File: src/rtl/hyperspace_seq_pkg.sv
// rtl/hyperspace_seq_pkg.sv - shared types and defaults for the HyperSpace frame sequencer
package hyperspace_seq_pkg;

  typedef enum logic [1:0] {
    IDLE  = 2'd0,
    LOAD  = 2'd1,
    DRAIN = 2'd2
  } seq_state_t;

  localparam int DEF_IN_LEN  = 2048;
  localparam int DEF_OUT_LEN = 1536;
  localparam int DEF_TIMEOUT = 4096;

endpackage

File: src/rtl/hyperspace_beat_counter.sv
// rtl/hyperspace_beat_counter.sv - per-frame beat counter with last-beat compare
module hyperspace_beat_counter #(
  parameter int LEN_W = 16
) (
  input  logic             clock,
  input  logic             resetb,
  input  logic             clear,
  input  logic             inc,
  input  logic [LEN_W-1:0] len,
  output logic             is_last
);

  logic [LEN_W-1:0] cnt;

  // clear wins so a frame boundary never carries a stray beat into the next frame
  always_ff @(posedge clock or negedge resetb) begin
    if (!resetb) begin
      cnt <= '0;
    end else if (clear) begin
      cnt <= '0;
    end else if (inc) begin
      cnt <= cnt + LEN_W'(1);
    end
  end

  assign is_last = (cnt == len - LEN_W'(1));

endmodule

File: src/rtl/hyperspace_frame_sequencer.sv
// rtl/hyperspace_frame_sequencer.sv - frame-level sequencer between pad streams and the spectrometer core
import hyperspace_seq_pkg::*;

module hyperspace_frame_sequencer #(
  parameter int IN_W   = 8,
  parameter int OUT_W  = 16,
  parameter int LEN_W  = 16,
  parameter int TO_W   = 20,
  parameter int FCNT_W = 16
) (
  input  logic              clock,
  input  logic              resetb,
  input  logic [LEN_W-1:0]  cfg_in_len,
  input  logic [LEN_W-1:0]  cfg_out_len,
  input  logic [TO_W-1:0]   cfg_timeout,
  input  logic              cfg_continuous,
  input  logic              start,
  input  logic              abort,
  input  logic              err_clear,
  input  logic              pad_in_valid,
  output logic              pad_in_ready,
  input  logic              pad_in_last,
  input  logic [IN_W-1:0]   pad_in_data,
  output logic              core_in_valid,
  input  logic              core_in_ready,
  output logic              core_in_last,
  output logic [IN_W-1:0]   core_in_data,
  input  logic              core_out_valid,
  output logic              core_out_ready,
  input  logic [OUT_W-1:0]  core_out_data,
  output logic              pad_out_valid,
  input  logic              pad_out_ready,
  output logic              pad_out_last,
  output logic [OUT_W-1:0]  pad_out_data,
  output logic              busy,
  output logic              done,
  output logic [FCNT_W-1:0] frame_cnt,
  output logic              err_cfg,
  output logic              err_early_last,
  output logic              err_timeout
);

  seq_state_t        state_q, state_d;
  logic [LEN_W-1:0]  in_len_q, out_len_q;
  logic [TO_W-1:0]   timeout_q, wdog_q, wdog_d;
  logic              cont_q, out_done_q, out_done_d;
  logic              in_is_last, out_is_last, in_open, out_open;
  logic              in_hs, out_hs, in_final, out_final, cfg_ok;
  logic              launch, rearm, complete, wdog_hit, cnt_clear, err_cfg_set, early_set;

  assign cfg_ok   = (cfg_in_len != '0) && (cfg_out_len != '0);
  assign in_open  = (state_q == LOAD);
  assign out_open = (state_q != IDLE) && !out_done_q;

  assign core_in_valid  = in_open & pad_in_valid;
  assign pad_in_ready   = in_open & core_in_ready;
  assign core_in_last   = in_open & in_is_last;
  assign core_in_data   = pad_in_data;
  assign pad_out_valid  = out_open & core_out_valid;
  assign core_out_ready = out_open & pad_out_ready;
  assign pad_out_last   = out_open & out_is_last;
  assign pad_out_data   = core_out_data;

  assign in_hs     = core_in_valid & core_in_ready;
  assign out_hs    = pad_out_valid & pad_out_ready;
  assign in_final  = in_hs & in_is_last;
  assign out_final = out_hs & out_is_last;
  assign early_set = in_hs & pad_in_last & !in_is_last;
  assign busy      = (state_q != IDLE);

  always_comb begin
    state_d     = state_q;
    launch      = 1'b0;
    rearm       = 1'b0;
    complete    = 1'b0;
    wdog_hit    = 1'b0;
    err_cfg_set = 1'b0;
    case (state_q)
      IDLE: begin
        if (start) begin
          if (cfg_ok) begin
            launch  = 1'b1;
            state_d = LOAD;
          end else begin
            err_cfg_set = 1'b1;
          end
        end
      end
      LOAD: begin
        if (in_final) begin
          if (out_final) complete = 1'b1;
          else           state_d  = DRAIN;
        end
      end
      DRAIN: begin
        if (out_done_q || out_final) begin
          complete = 1'b1;
        end else if (timeout_q != '0 && wdog_q == timeout_q && !out_hs) begin
          wdog_hit = 1'b1;
          state_d  = IDLE;
        end
      end
      default: state_d = IDLE;
    endcase
    // a continuous re-arm samples live config; a zero length stops the run instead of hanging
    if (complete) begin
      if (cont_q && cfg_ok) begin
        rearm   = 1'b1;
        state_d = LOAD;
      end else begin
        state_d     = IDLE;
        err_cfg_set = cont_q;
      end
    end
    if (abort) begin
      state_d     = IDLE;
      launch      = 1'b0;
      rearm       = 1'b0;
      complete    = 1'b0;
      wdog_hit    = 1'b0;
      err_cfg_set = 1'b0;
    end
  end

  assign cnt_clear  = abort | launch | complete | wdog_hit;
  assign out_done_d = cnt_clear ? 1'b0 : (out_done_q | out_final);

  always_comb begin
    wdog_d = wdog_q;
    if (cnt_clear)               wdog_d = '0;
    else if (state_q == DRAIN)   wdog_d = out_hs ? '0 : wdog_q + TO_W'(1);
  end

  always_ff @(posedge clock or negedge resetb) begin
    if (!resetb) begin
      state_q        <= IDLE;
      in_len_q       <= '0;
      out_len_q      <= '0;
      timeout_q      <= '0;
      cont_q         <= 1'b0;
      out_done_q     <= 1'b0;
      wdog_q         <= '0;
      done           <= 1'b0;
      frame_cnt      <= '0;
      err_cfg        <= 1'b0;
      err_early_last <= 1'b0;
      err_timeout    <= 1'b0;
    end else begin
      state_q    <= state_d;
      out_done_q <= out_done_d;
      wdog_q     <= wdog_d;
      done       <= complete;
      frame_cnt  <= frame_cnt + FCNT_W'(complete);
      if (launch || rearm) begin
        in_len_q  <= cfg_in_len;
        out_len_q <= cfg_out_len;
        timeout_q <= cfg_timeout;
        cont_q    <= cfg_continuous;
      end
      err_cfg        <= err_cfg_set | (err_cfg & !err_clear);
      err_early_last <= early_set | (err_early_last & !err_clear);
      err_timeout    <= wdog_hit | (err_timeout & !err_clear);
    end
  end

  hyperspace_beat_counter #(.LEN_W(LEN_W)) u_in_cnt (
    .clock   (clock),
    .resetb  (resetb),
    .clear   (cnt_clear),
    .inc     (in_hs),
    .len     (in_len_q),
    .is_last (in_is_last)
  );

  hyperspace_beat_counter #(.LEN_W(LEN_W)) u_out_cnt (
    .clock   (clock),
    .resetb  (resetb),
    .clear   (cnt_clear),
    .inc     (out_hs),
    .len     (out_len_q),
    .is_last (out_is_last)
  );

endmodule

File: config.mk
export PLATFORM = sky130hd
export DESIGN_NAME = hyperspace_frame_sequencer
export DESIGN_NICKNAME = d
export VERILOG_FILES = /design/src/rtl/hyperspace_seq_pkg.sv /design/src/rtl/hyperspace_beat_counter.sv /design/src/rtl/hyperspace_frame_sequencer.sv
export SDC_FILE = /design/constraint.sdc
export NUM_CORES = 1
export LEC_CHECK = 0
export CORE_MARGIN = 5
export CORE_UTILIZATION = 41
export CTS_BUF_LIST = sky130_fd_sc_hd__clkbuf_4
export CTS_CLUSTER_SIZE = 16
export DETAILED_ROUTE_END_ITERATION = 8
export DONT_BUFFER_PORTS = 1
export GPL_TIMING_DRIVEN = 0
export PLACE_DENSITY = 0.64
export SYNTH_ARGS = -nofsm -noshare
export SYNTH_HDL_FRONTEND = slang
export SYNTH_SLANG_ARGS = --single-unit
File: constraint.sdc
create_clock -name clock -period 9.99 [get_ports clock]
set_input_delay 1.998 -clock clock [delete_from_list [all_inputs] [get_ports clock]]
set_output_delay 1.998 -clock clock [all_outputs]
set_load 0.05 [all_outputs]
==> results by group <==
Routing
  • 1st-pass router iterations: 5
  • Vias per inst: between 5 and 6
  • Routed wire length: ~18 mm
  • Via count: approximately 5600
  • Starting DRC count in detailed routing: 377
  • Drt wl/cell: roughly 18 um
  • DRC Markers: 0
  • Post-route ant nets: 0

Clock network
  • Post-CTS Setup Bufs: 0
  • PostCTS Resize Cnt: 0
  • Clk buf depth: 2
  • Clk_lat worst skew: between 0.5 and 0.6 ns
  • H-tree depth: 4
  • Reg clk slew, reported paths: roughly 0.12 ns
  • CTS Sinks: about 130
  • CTS Buf Count: 17
  • TritonCTS clock tree: built
  • Hold-fix buffers, CTS: 0
  • Root Buffer: clkbuf_4

Worst hold path
  • Hold/Removal Path Class: reg2reg
  • WHS Endpoint: in_len_q[15]
  • Hold Path Depth: 1
  • HP Start: in_len_q[15]

Setup path
  • FF-to-FF End: frame_cnt[14]
  • Setup crit end kind: primary output
  • Required @ worst endpoint: approximately 8.0 ns
  • Startpoint Class: flip-flop
  • Kind of critical path: reg2out
  • R2R depth: 17
  • Reg2Reg Setup Slack: about 5.2 ns
  • Arrival @ worst endpoint: ~4.0 ns
  • Critical Path Fanout Max: 10
  • RR Startpoint: in_len_q[0]

Yosys
  • Syn avg cell area: between 10 and 15 um2
  • Post-synthesis async set-or-reset flop share: between 90% and 100%
  • Post-synthesis sequential area ratio: around two fifths
  • Most used DFF post-synth: dfrtp_1
  • Post-synth top area share: 41.5%
  • Post-synth EDFFs: 0
  • Synth top area cells: dfrtp_1 (41%), mux2_4 (7.8%), xor2_1 (6.2%), xnor2_1 (5.4%), nor2_1 (3.2%)
  • Post-Syn Nets: 859
  • Gate Count Post-Synth: 760
  • Yosys cell types: 72
  • Netlist Area Pre-Place: roughly 0.0077 mm2
  • Number of synthesis warnings: 0
  • Cell taking the most area after synthesis: dfrtp_1
  • Register bit total from synthesis: between 100 and 150

STA
  • Final count of hold timing violations: 0
  • Fin crit period: 6.00 ns
  • Final period util: 60.1%
  • RSZ-0062 raised after global routing: false
  • Count of pins over their slew limit: 0
  • Least-Margin Pin Slew: 1.35 ns
  • Max-slew headroom: slightly below 9%
  • Fmax: about 170 MHz
  • Final setup fails: 0
  • Clock skew: between 0.02 and 0.03 ns
  • PnR worst setup slack: about 4.0 ns
  • TNS Setup: 0 ns

Floorplan
  • Core ar.: 0.0186 mm2
  • Die area: between 0.02 and 0.025 mm2
  • Width of the chip: about 150 um
  • Starting Density: between 40% and 50%
  • FP Rows: 50
  • Die extent in y: ~150 um
  • Top Ports: about 140

GRT
  • Initial antenna violation count: 0
  • Met3 Use GR: around 5.0%
  • Busiest grt layer: met2
  • GR Util met1: roughly 23%
  • Grt met2 use: a little over a quarter
  • Via count of the first global-routing pass: around 5400
  • First-pass GRT wire length: approximately 29 mm
  • Largest net degree at the start of global routing: between 100 and 150
  • Total congestion overflow: 0
  • GRT Total Usage: between 10% and 20%

Placed design
  • Buffers on Ports: 0
  • DP Cell Count: between 900 and 1000
  • Dpl ws: about 4.5 ns
  • DP Wirelength: approximately 14 mm
  • Routability cong.: roughly 0.86

Layout
  • Fin nets: 878
  • Layout cell share with drive strength beyond 1: about 16%
  • Final Non-Filler Cells: 1026
  • Final Util: 44.8%
  • ANT cells: 0
  • Most frequent cells in the layout: dfrtp_1 (128), nor2_1 (66), xor2_1 (55)
  • Multi-input gate area: 0.00408 mm2
  • Layout area overhead: 8.06%
  • Filler cells: roughly 1800
  • Most common cell after layout, fill and taps aside: dfrtp_1
  • Reg area: 0.00320 mm2

Outcome
  • Status: finished clean

Run
  • Maxcap violations: 0

Power
  • Power Density: around 230 mW/mm2
  • Maximum vdd drop: 131 uV
  • Leak: between 3 and 4 nW
stage by stage:
stage               instance area (um2)  hold slack (ns)  total power [mW]
floorplan                          7730            0.493              1.36
global placement                   8020            0.521              1.51
detailed placement                 8030            0.518              1.52
CTS                                8350            0.554              1.94
global route                       8350            0.574              2.05
finish                             8350            0.550              1.93
state kept, by name (all words and copies together) (netlist names):
register        flops
timeout_q          20
wdog_q             20
frame_cnt          16
in_len_q           16
out_len_q          16
u_in_cnt.cnt       16
u_out_cnt.cnt      16
state_q             2
cont_q              1
done                1
err_cfg             1
err_early_last      1
err_timeout         1
out_done_q          1
area by class of cell:
| class | instances | area share, % |
|---|---|---|
| Tap cell | 234 | 3.51 |
| Clock inverter | 15 | 2.35 |
| Sequential cell | 128 | 38.4 |
| Multi-Input combinational cell | 562 | 48.9 |
| Clock buffer | 17 | 1.53 |
| Buffer | 51 | 4.53 |
| Inverter | 19 | 0.854 |
layer usage:
layer | part of all wire (%) | wire length (um)
met1 | 46 | 8470
met2 | 47 | 8610
met5 | 0 | 0
met3 | 6.0 | 1090
met4 | 0.63 | 116
critical path, stage by stage, from the launching register on:
cell       delay [ns]
dfrtp_1          0.39
buf_6            0.14
or4_1            0.50
buf_2            0.16
nor4b_1          0.39
xnor2_1          0.17
nand4bb_1        0.26
nand4b_1         0.32
nor4_2           1.12
worst max path at each step:
stage	start	endpoint	slack, ns	cells after the start
final	out_len_q[2]	pad_out_last	3.99	8
after global routing	out_len_q[0]	pad_out_last	3.75	7
after CTS	out_len_q[2]	pad_out_last	3.90	8
after detailed placement	out_len_q[2]	pad_out_last	4.55	8
after global placement	out_len_q[2]	pad_out_last	3.87	8
after floorplan	out_len_q[2]	pad_out_last	4.43	8
Yosys cell counts, types with 4 or more instances:
cell        n
dfrtp_1   128
mux2_4     40
ha_1       12
a21oi_1    14
buf_12      4
nand4_1    16
or3_1      11
nor2b_1     5
inv_1      19
nor2_1     66
nand2b_1    5
buf_2       4
nor3_1     19
and3_1     21
a22o_1      6
nand2_1    48
nor3b_1     5
xnor2_1    48
a21boi_0    5
a31oi_1    10
or4_1       8
o21ai_1     7
nand3_1    28
mux2_1      5
o21ai_0    23
clkbuf_1   16
and2_1     12
buf_4      24
a41oi_1     4
xor2_1     55
nor4_1     31
power breakdown:
| part | internal (mW) | switching [mW] | total, mW | leakage, nW |
|---|---|---|---|---|
| logic | 0.353 | 0.372 | 0.725 | 1.69 |
| registers | 0.632 | 0.158 | 0.790 | 1.67 |
| clock network | 0.182 | 0.230 | 0.412 | 0.171 |
kinds of logic (layout without fill, tap and decap cells):
kind of cell             Yosys count  count (layout)  share of synthesized area, %
buffers and inverters             70             102                          5.81
AND/OR/NAND/NOR                  297             297                          20.7
adder cells (fa/ha/maj)           12              12                          1.94
AO/OA/AOI/OAI                    101             101                          9.15
multiplexers                      48              48                          8.94
XOR/XNOR                         104             104                          12.0
flip-flops                       128             128                          41.5
Power figures use the tool's default switching activity.
